$ cat config.mk
export PLATFORM = sky130hd
export DESIGN_NAME = seg7_scan_driver_flat
export DESIGN_NICKNAME = d
export VERILOG_FILES = /design/src/rtl/seg7_scan_driver_if.sv /design/src/rtl/seg7_scan_driver.sv /design/src/flat_wrapper.sv
export SDC_FILE = /design/constraint.sdc
export NUM_CORES = 1
export LEC_CHECK = 0
export BUFFER_PORTS_ARGS = -buffer_cell sky130_fd_sc_hd__buf_2
export CAP_MARGIN = 20
export CORE_ASPECT_RATIO = 0.7
export CORE_UTILIZATION = 50
export CTS_BUF_LIST = sky130_fd_sc_hd__clkbuf_8
export DETAILED_ROUTE_END_ITERATION = 8
export GPL_TIMING_DRIVEN = 0
export PLACE_DENSITY_LB_ADDON = 0.3
export SYNTH_ARGS = -nofsm -noshare
export SYNTH_HDL_FRONTEND = slang
export SYNTH_SLANG_ARGS = --single-unit
$ cat constraint.sdc
create_clock -name clk_i -period 5.5 [get_ports clk_i]
set_clock_uncertainty 0.2 [all_clocks]
set_input_delay 0.55 -clock clk_i [delete_from_list [all_inputs] [get_ports clk_i]]
set_output_delay 0.55 -clock clk_i [all_outputs]
set_load 0.03 [all_outputs]
$ cat src/rtl/seg7_scan_driver_if.sv
// CPU-side register port of the 7-segment scan driver: write strobes, write data and readback.
interface seg7_scan_driver_if;
    logic        val_we_i;
    logic        mask_we_i;
    logic [31:0] wdata_i;
    logic [31:0] value_o;
    logic [7:0]  mask_o;

    modport slave (
        input  val_we_i,
        input  mask_we_i,
        input  wdata_i,
        output value_o,
        output mask_o
    );

    modport master (
        output val_we_i,
        output mask_we_i,
        output wdata_i,
        input  value_o,
        input  mask_o
    );
endinterface

$ cat src/rtl/seg7_scan_driver.sv
// Eight-digit time-multiplexed hex display driver with a one-cycle blank slot between digits.
// Optional leading-zero suppression is enabled by defining SEG7_LEAD_ZERO_BLANK_EN.
module seg7_scan_driver #(
    parameter int SCAN_DIV = 50000
) (
    input  logic                 clk_i,
    input  logic                 rst_i,
    seg7_scan_driver_if.slave    bus,
    output logic [7:0]           digit_en_o,
    output logic [6:0]           seg_o,
    output logic                 dp_o
);
    localparam int CW = (SCAN_DIV > 2) ? $clog2(SCAN_DIV) : 1;
    localparam logic [CW-1:0] CNT_LAST = CW'(SCAN_DIV - 1);

    typedef enum logic {
        DWELL,
        BLANK
    } state_t;

    state_t        state_q, state_d;
    logic [CW-1:0] cnt_q, cnt_d;
    logic [2:0]    idx_q, idx_d;
    logic [31:0]   value_q;
    logic [7:0]    mask_q;
    logic [7:0]    en_q, en_d;
    logic [6:0]    seg_q, seg_d;
    logic [3:0]    nibble;
    logic          lz_blank;

    function automatic logic [6:0] hex_decode(input logic [3:0] n);
        logic [6:0] s;
        case (n)
            4'h0: s = 7'b0000001;
            4'h1: s = 7'b1001111;
            4'h2: s = 7'b0010010;
            4'h3: s = 7'b0000110;
            4'h4: s = 7'b1001100;
            4'h5: s = 7'b0100100;
            4'h6: s = 7'b0100000;
            4'h7: s = 7'b0001111;
            4'h8: s = 7'b0000000;
            4'h9: s = 7'b0000100;
            4'hA: s = 7'b0001000;
            4'hB: s = 7'b1100000;
            4'hC: s = 7'b0110001;
            4'hD: s = 7'b1000010;
            4'hE: s = 7'b0110000;
            default: s = 7'b0111000;
        endcase
        return s;
    endfunction

    assign nibble = value_q[{idx_q, 2'b00} +: 4];

`ifdef SEG7_LEAD_ZERO_BLANK_EN
    // Slot i (i >= 1) goes dark when nibbles i..7 are all zero.
    always_comb begin
        lz_blank = (idx_q != 3'd0) && ((value_q >> {idx_q, 2'b00}) == 32'd0);
    end
`else
    assign lz_blank = 1'b0;
`endif

    always_comb begin
        state_d = state_q;
        cnt_d   = cnt_q;
        idx_d   = idx_q;
        en_d    = '1;
        seg_d   = '1;
        case (state_q)
            DWELL: begin
                if (cnt_q == CNT_LAST) begin
                    cnt_d   = '0;
                    state_d = BLANK;
                end else begin
                    cnt_d = cnt_q + 1'b1;
                end
                if (mask_q[idx_q] && !lz_blank) begin
                    en_d  = ~(8'b1 << idx_q);
                    seg_d = hex_decode(nibble);
                end
            end
            BLANK: begin
                idx_d   = idx_q + 3'd1;
                state_d = DWELL;
            end
            default: state_d = DWELL;
        endcase
    end

    always_ff @(posedge clk_i) begin
        if (rst_i) begin
            state_q <= DWELL;
            cnt_q   <= '0;
            idx_q   <= '0;
            en_q    <= '1;
            seg_q   <= '1;
        end else begin
            state_q <= state_d;
            cnt_q   <= cnt_d;
            idx_q   <= idx_d;
            en_q    <= en_d;
            seg_q   <= seg_d;
        end
    end

    always_ff @(posedge clk_i) begin
        if (rst_i) begin
            value_q <= '0;
            mask_q  <= '1;
        end else begin
            if (bus.val_we_i)  value_q <= bus.wdata_i;
            if (bus.mask_we_i) mask_q  <= bus.wdata_i[7:0];
        end
    end

    assign bus.value_o = value_q;
    assign bus.mask_o  = mask_q;
    assign digit_en_o  = en_q;
    assign seg_o       = seg_q;
    assign dp_o        = 1'b1;
endmodule

$ cat src/flat_wrapper.sv
// flat-port wrapper written by rule: the top's interface ports become plain ports
module seg7_scan_driver_flat 
#(
    parameter int SCAN_DIV = 50000
)
  (clk_i, rst_i, digit_en_o, seg_o, dp_o, bus_val_we_i, bus_mask_we_i, bus_wdata_i, bus_value_o, bus_mask_o);
  seg7_scan_driver_if bus_i ();
  input  logic clk_i;
  input  logic rst_i;
  output logic [7:0] digit_en_o;
  output logic [6:0] seg_o;
  output logic dp_o;
  input wire logic [$bits(bus_i.val_we_i)-1:0] bus_val_we_i;
  input wire logic [$bits(bus_i.mask_we_i)-1:0] bus_mask_we_i;
  input wire logic [$bits(bus_i.wdata_i)-1:0] bus_wdata_i;
  output wire logic [$bits(bus_i.value_o)-1:0] bus_value_o;
  output wire logic [$bits(bus_i.mask_o)-1:0] bus_mask_o;
  assign bus_i.val_we_i = bus_val_we_i;
  assign bus_i.mask_we_i = bus_mask_we_i;
  assign bus_i.wdata_i = bus_wdata_i;
  assign bus_value_o = bus_i.value_o;
  assign bus_mask_o = bus_i.mask_o;
  seg7_scan_driver #(.SCAN_DIV(SCAN_DIV)) u_core (.clk_i(clk_i), .rst_i(rst_i), .bus(bus_i), .digit_en_o(digit_en_o), .seg_o(seg_o), .dp_o(dp_o));
endmodule
==> impl_metrics.ini, run 1 <==
[place]
dp_hpwl_um = 5810
io_buffers = 89
dp_slack_ns = 2.79
place.detailed.instances = 505
gp_congestion = 0.889

[setup_path]
crit_fanout = 10
path_class = register to register
worst_setup_path_start_kind = register
critical_path.top_delay_family = multiplexers
slowest_delay_ns = 0.54
cp-end-kind = register
cp_cell_sequence = buf_6 -> buf_12 -> mux4_2 -> mux2i_4 -> inv_2 -> ha_1 -> mux2_4 -> nand2_1 -> o311ai_1
crit_buf_inv = 3
cp_slowest_cell = mux4_2
arrival_ns = 2.73
crit_required_ns = 5.48

[clock_network]
cts_root_buf = clkbuf_8
cts.path.max_buffers = 2
cts.repair.resized = 0
path_clk_slew_ns = 0.08
clk_latency_ns = 0.34
cts_buffers = 9
hold_buffers = 0
cts.sinks = 75
postCtsSetupRepairBufs = 0
ctsHtreeMaxLevel = 3
cts_tree = yes

[power_and_ir_drop]
power.internal_uw = 943
switching_share_pct = 25.5
power_density_mw_per_mm2 = 306
power.leakage_nw = 1.85
power_frac_seq_pct = 46.2
clockPowerShare_pct = 40.2
comb_power_share_pct = 13.6
vdd_drop_max_v = 0.000214
p_switching_uw = 323

[synthesis]
ys_top_cells_by_area = dfxtp_1, mux2i_1, nor2_1, mux4_2, ha_1
syn_avg_cell_area_sq_um = 10.3
synth-async-reset-ratio_pct = 0
synth_warnings = 0
synth_ff_type = dfxtp_1
synth_top_area_share_pct = 45.0
synth_area_leader_cell = dfxtp_1
synth_edf_count = 0
ys_types = 48
seq_area_frac_synth_pct = 45.0
syn_inst = 325
syn_area_sq_mm = 0.00334
ys_seq_elements = 75
synth_fp_nets = 374

[die]
std_cell_rows = 24
die_w_um = 99.7
initial_core_util_pct = 52.7
io_pins = 92
placeableCoreArea_sq_mm = 0.00634
die_area_sq_mm = 0.00701
die_height_um = 70.4

[finish]
multi_input_area_sq_mm = 0.00169
syn_to_final_growth_pct = 24.0
seq_area_sq_mm = 0.00150
final_core_util_pct = 65.3
antenna_cells = 0
drive_gt1_share_pct = 29.5
stdcell_count = 521
fill_cells = 521
fin_nets = 474

[drt]
finalWirelength_um = 7690
wl_per_cell_um = 14.8
drcViolationCount = 0
vias = 2700
drt_first_pass_iters = 4
vias_per_cell = 5.18
drtIter0Drc = 115
ant_nets = 0

[sta]
finalCritPeriodShare_pct = 49.8
hold_viol_final = 0
drv_slew = 0
whs_ns = 0.228
setup_viol = 0
setup_ws_ns = 2.76
max_freq_ghz = 0.365
slew_headroom_pct = 45.3
post-route-min-period_ns = 2.74
tightestPinTransition_ns = 0.820
tns_ns = 0
grt_setup_unrepaired = false

[global_routing]
grt_pass1_wl_um = 12900
grt_pass1_vias = 2594
antenna_found_initial = 0
overflow = 0
grt_max_degree = 13
grt_use_total_pct = 23.8

[status]
status = complete, no violations

[min_path]
hold_class = input pin to register

[job]
max_cap_violations = 0
stage by stage:
stage / power, mW / area (sq um)
detailed placement: 0.769 / 3900
floorplan: 0.712 / 3340
CTS: 1.27 / 4140
global placement: 0.765 / 3900
finish: 1.27 / 4140
global route: 1.31 / 4140
power groups by stage:
stage                     Combinational [mW]  Clock [mW]  Sequential, mW
final                                  0.173       0.508           0.585
after global routing                   0.186       0.540           0.588
after CTS                              0.173       0.514           0.585
after detailed placement               0.172           0           0.597
after global placement                 0.169           0           0.596
after floorplan                       0.0711           0           0.641
synthesized netlist by cell type (2+ instances only):
library cell,number
a211o_1,8
a211oi_1,3
a21oi_1,4
and3_1,3
buf_1,5
buf_2,2
buf_6,2
clkbuf_1,8
dfxtp_1,75
ha_1,13
inv_1,7
mux2_2,3
mux2i_1,37
mux2i_4,2
mux4_2,8
nand2_1,17
nand2b_1,2
nand3_1,6
nand4_1,5
nor2_1,57
nor2b_1,11
nor3_1,4
o21ai_0,2
o221ai_1,3
xnor2_1,5
xor2_1,11
cells in the final DEF, fill, tap and decap left out, types with 2 or more instances in the layout:
master      n
buf_2      91
dfxtp_1    75
nor2_1     57
mux2i_1    37
nand2_1    17
ha_1       13
nor2b_1    11
xor2_1     11
clkbuf_8   10
inv_1       9
mux4_2      8
clkbuf_1    8
a211o_1     8
nand3_1     6
buf_1       5
xnor2_1     5
nand4_1     5
nor3_1      4
a21oi_1     4
mux2_2      3
o221ai_1    3
and3_1      3
a211oi_1    3
bufinv_16   3
buf_6       2
mux2i_4     2
nand2b_1    2
o21ai_0     2
layer usage:
layer / part of all wire [%] / vias to the layer above / global-route usage (%)
li1: - / 1320 / -
met1: 51 / 1290 / 33.2
met2: 43 / 78 / 35.5
met3: 4.7 / 12 / 6.71
met4: 1.4 / 0 / 7.84
met5: 0 / - / 0
cells by family (layout without fill, tap and decap cells):
family	after synthesis	after routing	share of synthesized area, %
AOI/OAI and AO/OA	25	25	5.77
adders and majority gates	13	13	4.87
other	1	1	0.112
and+or+nand+nor	116	116	16.5
muxes	51	51	19.3
xor gates and xnor gates	16	16	4.20
buffers and inverters	28	133	4.27
DFF	75	75	45.0
sequential cells by signal, summed over array words and instances (netlist names):
register / flops
u_core.digit_en_o: 8
u_core.seg_o: 7
u_core.idx_q: 3
u_core.state_q: 1
u_core.bus.value_o: 32
u_core.bus.mask_o: 8
u_core.cnt_q: 16
worst paths after layout:
| check | slack (ns) | cells past startpoint | to | from |
|---|---|---|---|---|
| worst max-delay path | 2.76 | 9 | u_core.seg_o[2] | u_core.idx_q[0] |
| worst min-delay path | 0.23 | 2 | u_core.bus.mask_o[2] | bus_wdata_i[2] |
| worst max register to register | 2.76 | 9 | u_core.seg_o[2] | u_core.idx_q[0] |
| worst min register to register | 0.32 | 2 | u_core.bus.value_o[10] | u_core.bus.value_o[10] |
area by class of cell:
| class | count | share of cell area [%] |
|---|---|---|
| buffer | 19 | 2.63 |
| clock buffer | 10 | 3.32 |
| clock inverter | 6 | 2.54 |
| inverter | 9 | 0.816 |
| multi-input combinational | 222 | 40.9 |
| sequential | 75 | 36.3 |
| tap | 91 | 2.75 |
| timing repair buffer | 89 | 10.8 |
Power figures use the tool's default switching activity.
==> run 2, diff against run 1 <==
- clock period: 5.5 -> 2.7 ns (I/O delays scaled with it)
==> run 2 against run 1 <==
Sequential share of layout area is 2.7 points lower. Die area stayed put. Worst setup slack worse by 2.7 ns. Flip-flop and latch count stayed put. Cell count is 6.1% higher. Total power is 110% higher. Sequential power is 100% higher. Hold slack worse by 0.15 ns. Clock power is 100% higher. Fmax is 5.5% higher. Via count is 4.7% higher. Wire length is 9.0% higher. Largest power group unchanged.
==> impl_metrics.ini, run 2 (synthesized netlist as in run 1, its figures left out) <==
[power_and_ir_drop]
clockPowerShare_pct = 39.5
comb_power_share_pct = 15.1
switching_share_pct = 25.5
p_switching_uw = 669
power_density_mw_per_mm2 = 586
power_frac_seq_pct = 45.5
power.leakage_nw = 1.99
power_mw = 2.62
vdd_drop_max_v = 0.000444
power.internal_mw = 1.95

[drt]
drt_first_pass_iters = 4
vias_per_cell = 5.11
finalWirelength_um = 8390
ant_nets = 0
vias = 2828
drcViolationCount = 0
wl_per_cell_um = 15.2
drtIter0Drc = 113

[place]
dp_hpwl_um = 5810
gp_congestion = 0.889
io_buffers = 89

[sta]
max_freq_ghz = 0.385
tns_ns = 0
grt_setup_unrepaired = false
drv_slew = 0
setup_viol = 0
tightestPinTransition_ns = 0.819
finalCritPeriodShare_pct = 96.2
whs_ns = 0.0774
post-route-min-period_ns = 2.60
slew_headroom_pct = 45.4
hold_viol_final = 0

[clock_network]
clk_latency_ns = 0.35
cts_buffers = 9
cts.path.max_buffers = 2
cts.sinks = 75
cts_tree = yes
cts_root_buf = clkbuf_8
path_clk_slew_ns = 0.07
ctsHtreeMaxLevel = 3

[global_routing]
grt_pass1_vias = 2797
grt_max_degree = 13
grt_pass1_wl_um = 14000
overflow = 0
antenna_found_initial = 0
grt_use_total_pct = 26.1

[setup_path]
cp_slowest_cell = mux4_2
slowest_delay_ns = 0.54
path_class = register to register
cp_cell_sequence = buf_6 -> buf_12 -> mux4_2 -> mux2i_4 -> inv_2 -> ha_1 -> mux2_4 -> nand2_1 -> o311ai_1
crit_required_ns = 2.68
worst_setup_path_start_kind = register
crit_fanout = 10
reg2reg_from = u_core.idx_q[0]
cp-end-kind = register
arrival_ns = 2.58
setup.worst_path.start = u_core.idx_q[0]

[die]
die_height_um = 70.4
die_w_um = 99.7
die_area_sq_mm = 0.00701
placeableCoreArea_sq_mm = 0.00634
io_pins = 92
std_cell_rows = 24
initial_core_util_pct = 52.7

[finish]
drive_gt1_share_pct = 28.1
fill_cells = 470
syn_to_final_growth_pct = 33.9
final_cell_mix = buf_2, dfxtp_1, nor2_1
antenna_cells = 0
seq_area_sq_mm = 0.00150
fin_nets = 506
multi_input_area_sq_mm = 0.00170
final_common_cell = buf_2
largest_register_ffs = 32

[status]
status = complete, no violations

[job]
max_cap_violations = 0

[min_path]
hold_class = input pin to register
hold_start = rst_i
-- run 2: layer usage --
layer  vias to the layer above  track usage, %  routed length (um)
met3                        14            7.61                 558
met4                         0            9.31                 114
met1                      1335            34.1                3830
met5                         -               0                   0
li1                       1380               -                   -
met2                        99            41.2                3880
-- run 2: final cells by class --
class | instances | area share [%]
buffer | 18 | 2.41
clock buffer | 10 | 3.08
clock inverter | 6 | 2.35
inverter | 9 | 0.756
multi-input combinational | 222 | 38.0
sequential | 75 | 33.6
tap | 91 | 2.55
timing repair buffer | 122 | 17.3
-- run 2: worst max-delay path: cells and delay by family, from the launching register on --
kind                     cells  cell delay (ns)
multiplexers                 3             1.03
buffers and inverters        3             0.39
flip-flops                   1             0.37
adder cells (fa/ha/maj)      1             0.27
AO/OA/AOI/OAI                1             0.11
AND/OR/NAND/NOR              1             0.06
-- run 2: repair_timing --
item	in CTS	in global routing
gates resized for setup	0	5
endpoints found under the setup margin	1	11
hold endpoints to repair	36	0
cloned	0	0
setup buffers	1	0
hold buffers	32	0
-- run 2: path summary, 6_finish.rpt --
path,to,slack (ns),depth (start not counted)
worst max-delay path,u_core.seg_o[2],0.10,9
worst min-delay path,u_core.seg_o[6],0.08,3
worst max register to register,u_core.seg_o[2],0.10,9
worst min register to register,u_core.bus.value_o[10],0.33,2
-- run 2: power groups by stage --
stage | registers [mW] | clock network (mW) | logic, mW
2_1_floorplan | 1.31 | 0 | 0.145
3_3_place_gp | 1.21 | 0 | 0.344
4_1_cts | 1.19 | 1.05 | 0.389
3_5_place_dp | 1.22 | 0 | 0.351
5_1_grt | 1.20 | 1.10 | 0.424
6_report | 1.19 | 1.04 | 0.395
-- run 2: stage by stage --
| step | std cells | instance area, sq um | util, % | setup WS (ns) |
|---|---|---|---|---|
| floorplan | 325 | 3340 | - | 0.285 |
| global placement | 505 | 3900 | 61.5 | 0.0101 |
| detailed placement | 505 | 3900 | 61.5 | -0.0107 |
| CTS | 554 | 4470 | 70.5 | 0.0196 |
| global route | 553 | 4470 | 70.6 | 0.00922 |
| finish | 553 | 4470 | 70.6 | 0.102 |
==> run 3, diff against run 2 <==
- CORE_ASPECT_RATIO: 0.7 -> default
==> run 3 against run 2 <==
Worst setup slack gained 0.052 ns. Hold slack lost 0.016 ns. Critical endpoint unchanged. Clock-buffer cell count grew 1. Critical path depth did not move. Largest power group unchanged. Highest routed layer unchanged.
==> impl_metrics.ini, run 3 (synthesized netlist as in run 1, its figures left out) <==
[min_path]
hold_start = rst_i
hold_end = u_core.seg_o[6]
whs_path_depth = 3
hold_class = input pin to register

[drt]
ant_nets = 0
vias = 2753
drcViolationCount = 0
finalWirelength_um = 8040
drt_first_pass_iters = 4
wl_per_cell_um = 14.9
vias_per_cell = 5.10
drtIter0Drc = 213

[power_and_ir_drop]
switching_share_pct = 26.9
power_frac_seq_pct = 48.6
clockPowerShare_pct = 35.5
comb_power_share_pct = 15.9
power_density_mw_per_mm2 = 556
power.leakage_nw = 1.98
power.internal_mw = 1.79
p_switching_uw = 661
vdd_drop_max_v = 0.000348

[setup_path]
reg2reg_from = u_core.idx_q[0]
arrival_ns = 2.54
cp_cell_sequence = buf_6 -> buf_12 -> mux4_2 -> mux2i_4 -> inv_2 -> ha_1 -> mux2_4 -> nand2_1 -> o311ai_1
cp_slowest_cell = mux4_2
crit_required_ns = 2.69
reg2reg_depth = 9
worstReg2RegEnd = u_core.seg_o[2]
crit_fanout = 10
worst_setup_path_start_kind = register
r2r_setup_slack_ns = 0.15
path_class = register to register
slowest_delay_ns = 0.53
cp-end-kind = register

[sta]
slew_headroom_pct = 49.7
post-route-min-period_ns = 2.55
drv_slew = 0
setup_viol = 0
hold_viol_final = 0
tightestPinTransition_ns = 0.754
finalCritPeriodShare_pct = 94.3
setup_ws_ns = 0.155
grt_setup_unrepaired = false
tns_ns = 0
max_freq_ghz = 0.393

[clock_network]
clk_latency_ns = 0.34
path_clk_slew_ns = 0.07
cts.path.max_buffers = 2
cts.sinks = 75
cts_buffers = 9
cts_tree = yes
cts_root_buf = clkbuf_8
ctsHtreeMaxLevel = 3

[place]
io_buffers = 89
gp_congestion = 0.818
dp_slack_ns = 0.0676
dp_hpwl_um = 5440
dpl-instance-area_sq_mm = 0.00388

[die]
die_w_um = 83.7
die_height_um = 83.7
io_pins = 92
placeableCoreArea_sq_mm = 0.00639
die_area_sq_mm = 0.00701
std_cell_rows = 29
initial_core_util_pct = 52.3

[finish]
fin_nets = 507
finish.instance_area_sq_mm = 0.00442
final_common_cell = buf_2
largest_register_ffs = 32
seq_area_sq_mm = 0.00150
multi_input_area_sq_mm = 0.00170
final_cell_mix = buf_2, dfxtp_1, nor2_1
fill_cells = 494
drive_gt1_share_pct = 28.3
final_core_util_pct = 69.1
antenna_cells = 0
syn_to_final_growth_pct = 32.3

[status]
status = complete, no violations

[global_routing]
antenna_found_initial = 0
grt_use_total_pct = 24.5
grt_max_degree = 13
overflow = 0
grt_pass1_wl_um = 13500
grt_pass1_vias = 2730

[job]
max_cap_violations = 0
[run 3: layer usage]
metal | GRT usage, % | wire (um)
met3 | 4.95 | 426
met4 | 10.2 | 41
met1 | 32.0 | 3600
met5 | 0 | 0
met2 | 39.5 | 3970
[run 3: power by group through the flow]
stage                     sequential (mW)  clock (mW)  combinational [mW]
after CTS                            1.19       0.892               0.385
after global placement               1.21           0               0.343
final                                1.19       0.872               0.391
after floorplan                      1.31           0               0.145
after detailed placement             1.22           0               0.348
after global routing                 1.20       0.950               0.419
[run 3: how the worst max path moves through the flow]
stage / from / end / slack [ns] / depth (start not counted)
4_1_cts: u_core.idx_q[0] / u_core.seg_o[3] / 0.06 / 11
3_5_place_dp: u_core.idx_q[0] / u_core.seg_o[2] / 0.07 / 9
2_1_floorplan: u_core.idx_q[0] / u_core.seg_o[2] / 0.28 / 9
3_3_place_gp: u_core.idx_q[0] / u_core.seg_o[3] / 0.09 / 11
5_1_grt: u_core.idx_q[0] / u_core.seg_o[3] / 0.03 / 11
6_report: u_core.idx_q[0] / u_core.seg_o[2] / 0.15 / 9
[run 3: stage by stage]
stage               instances  power, mW  hold WS [ns]
floorplan                 325       1.45         0.188
global placement          491       1.56         0.293
detailed placement        491       1.56         0.303
CTS                       539       2.47        0.0293
global route              540       2.57        0.0576
finish                    540       2.45        0.0617
[run 3: worst max-delay path, delay by kind of cell, from the launching register on]
family	cells	cell delay [ns]
fa+ha+maj	1	0.28
flops	1	0.35
buf+inv	3	0.39
simple gates	1	0.07
compound gates	1	0.08
mux	3	1.03
[run 3: cell type report]
type,count,area share [%]
clock inverters,5,1.19
plain buffers,19,2.47
clock buffers,11,3.43
repair buffers,122,17.5
flip-flops and latches,75,34.0
multi-input cells,222,38.4
inverters,9,0.765
well taps,77,2.18
[run 3: timing repair]
item                       in CTS  in global routing
setup endpoints to repair       0                  4
hold buffers                   32                  0
resized for setup               0                  3
setup buffers                   0                  1
hold endpoints to repair       38                  0
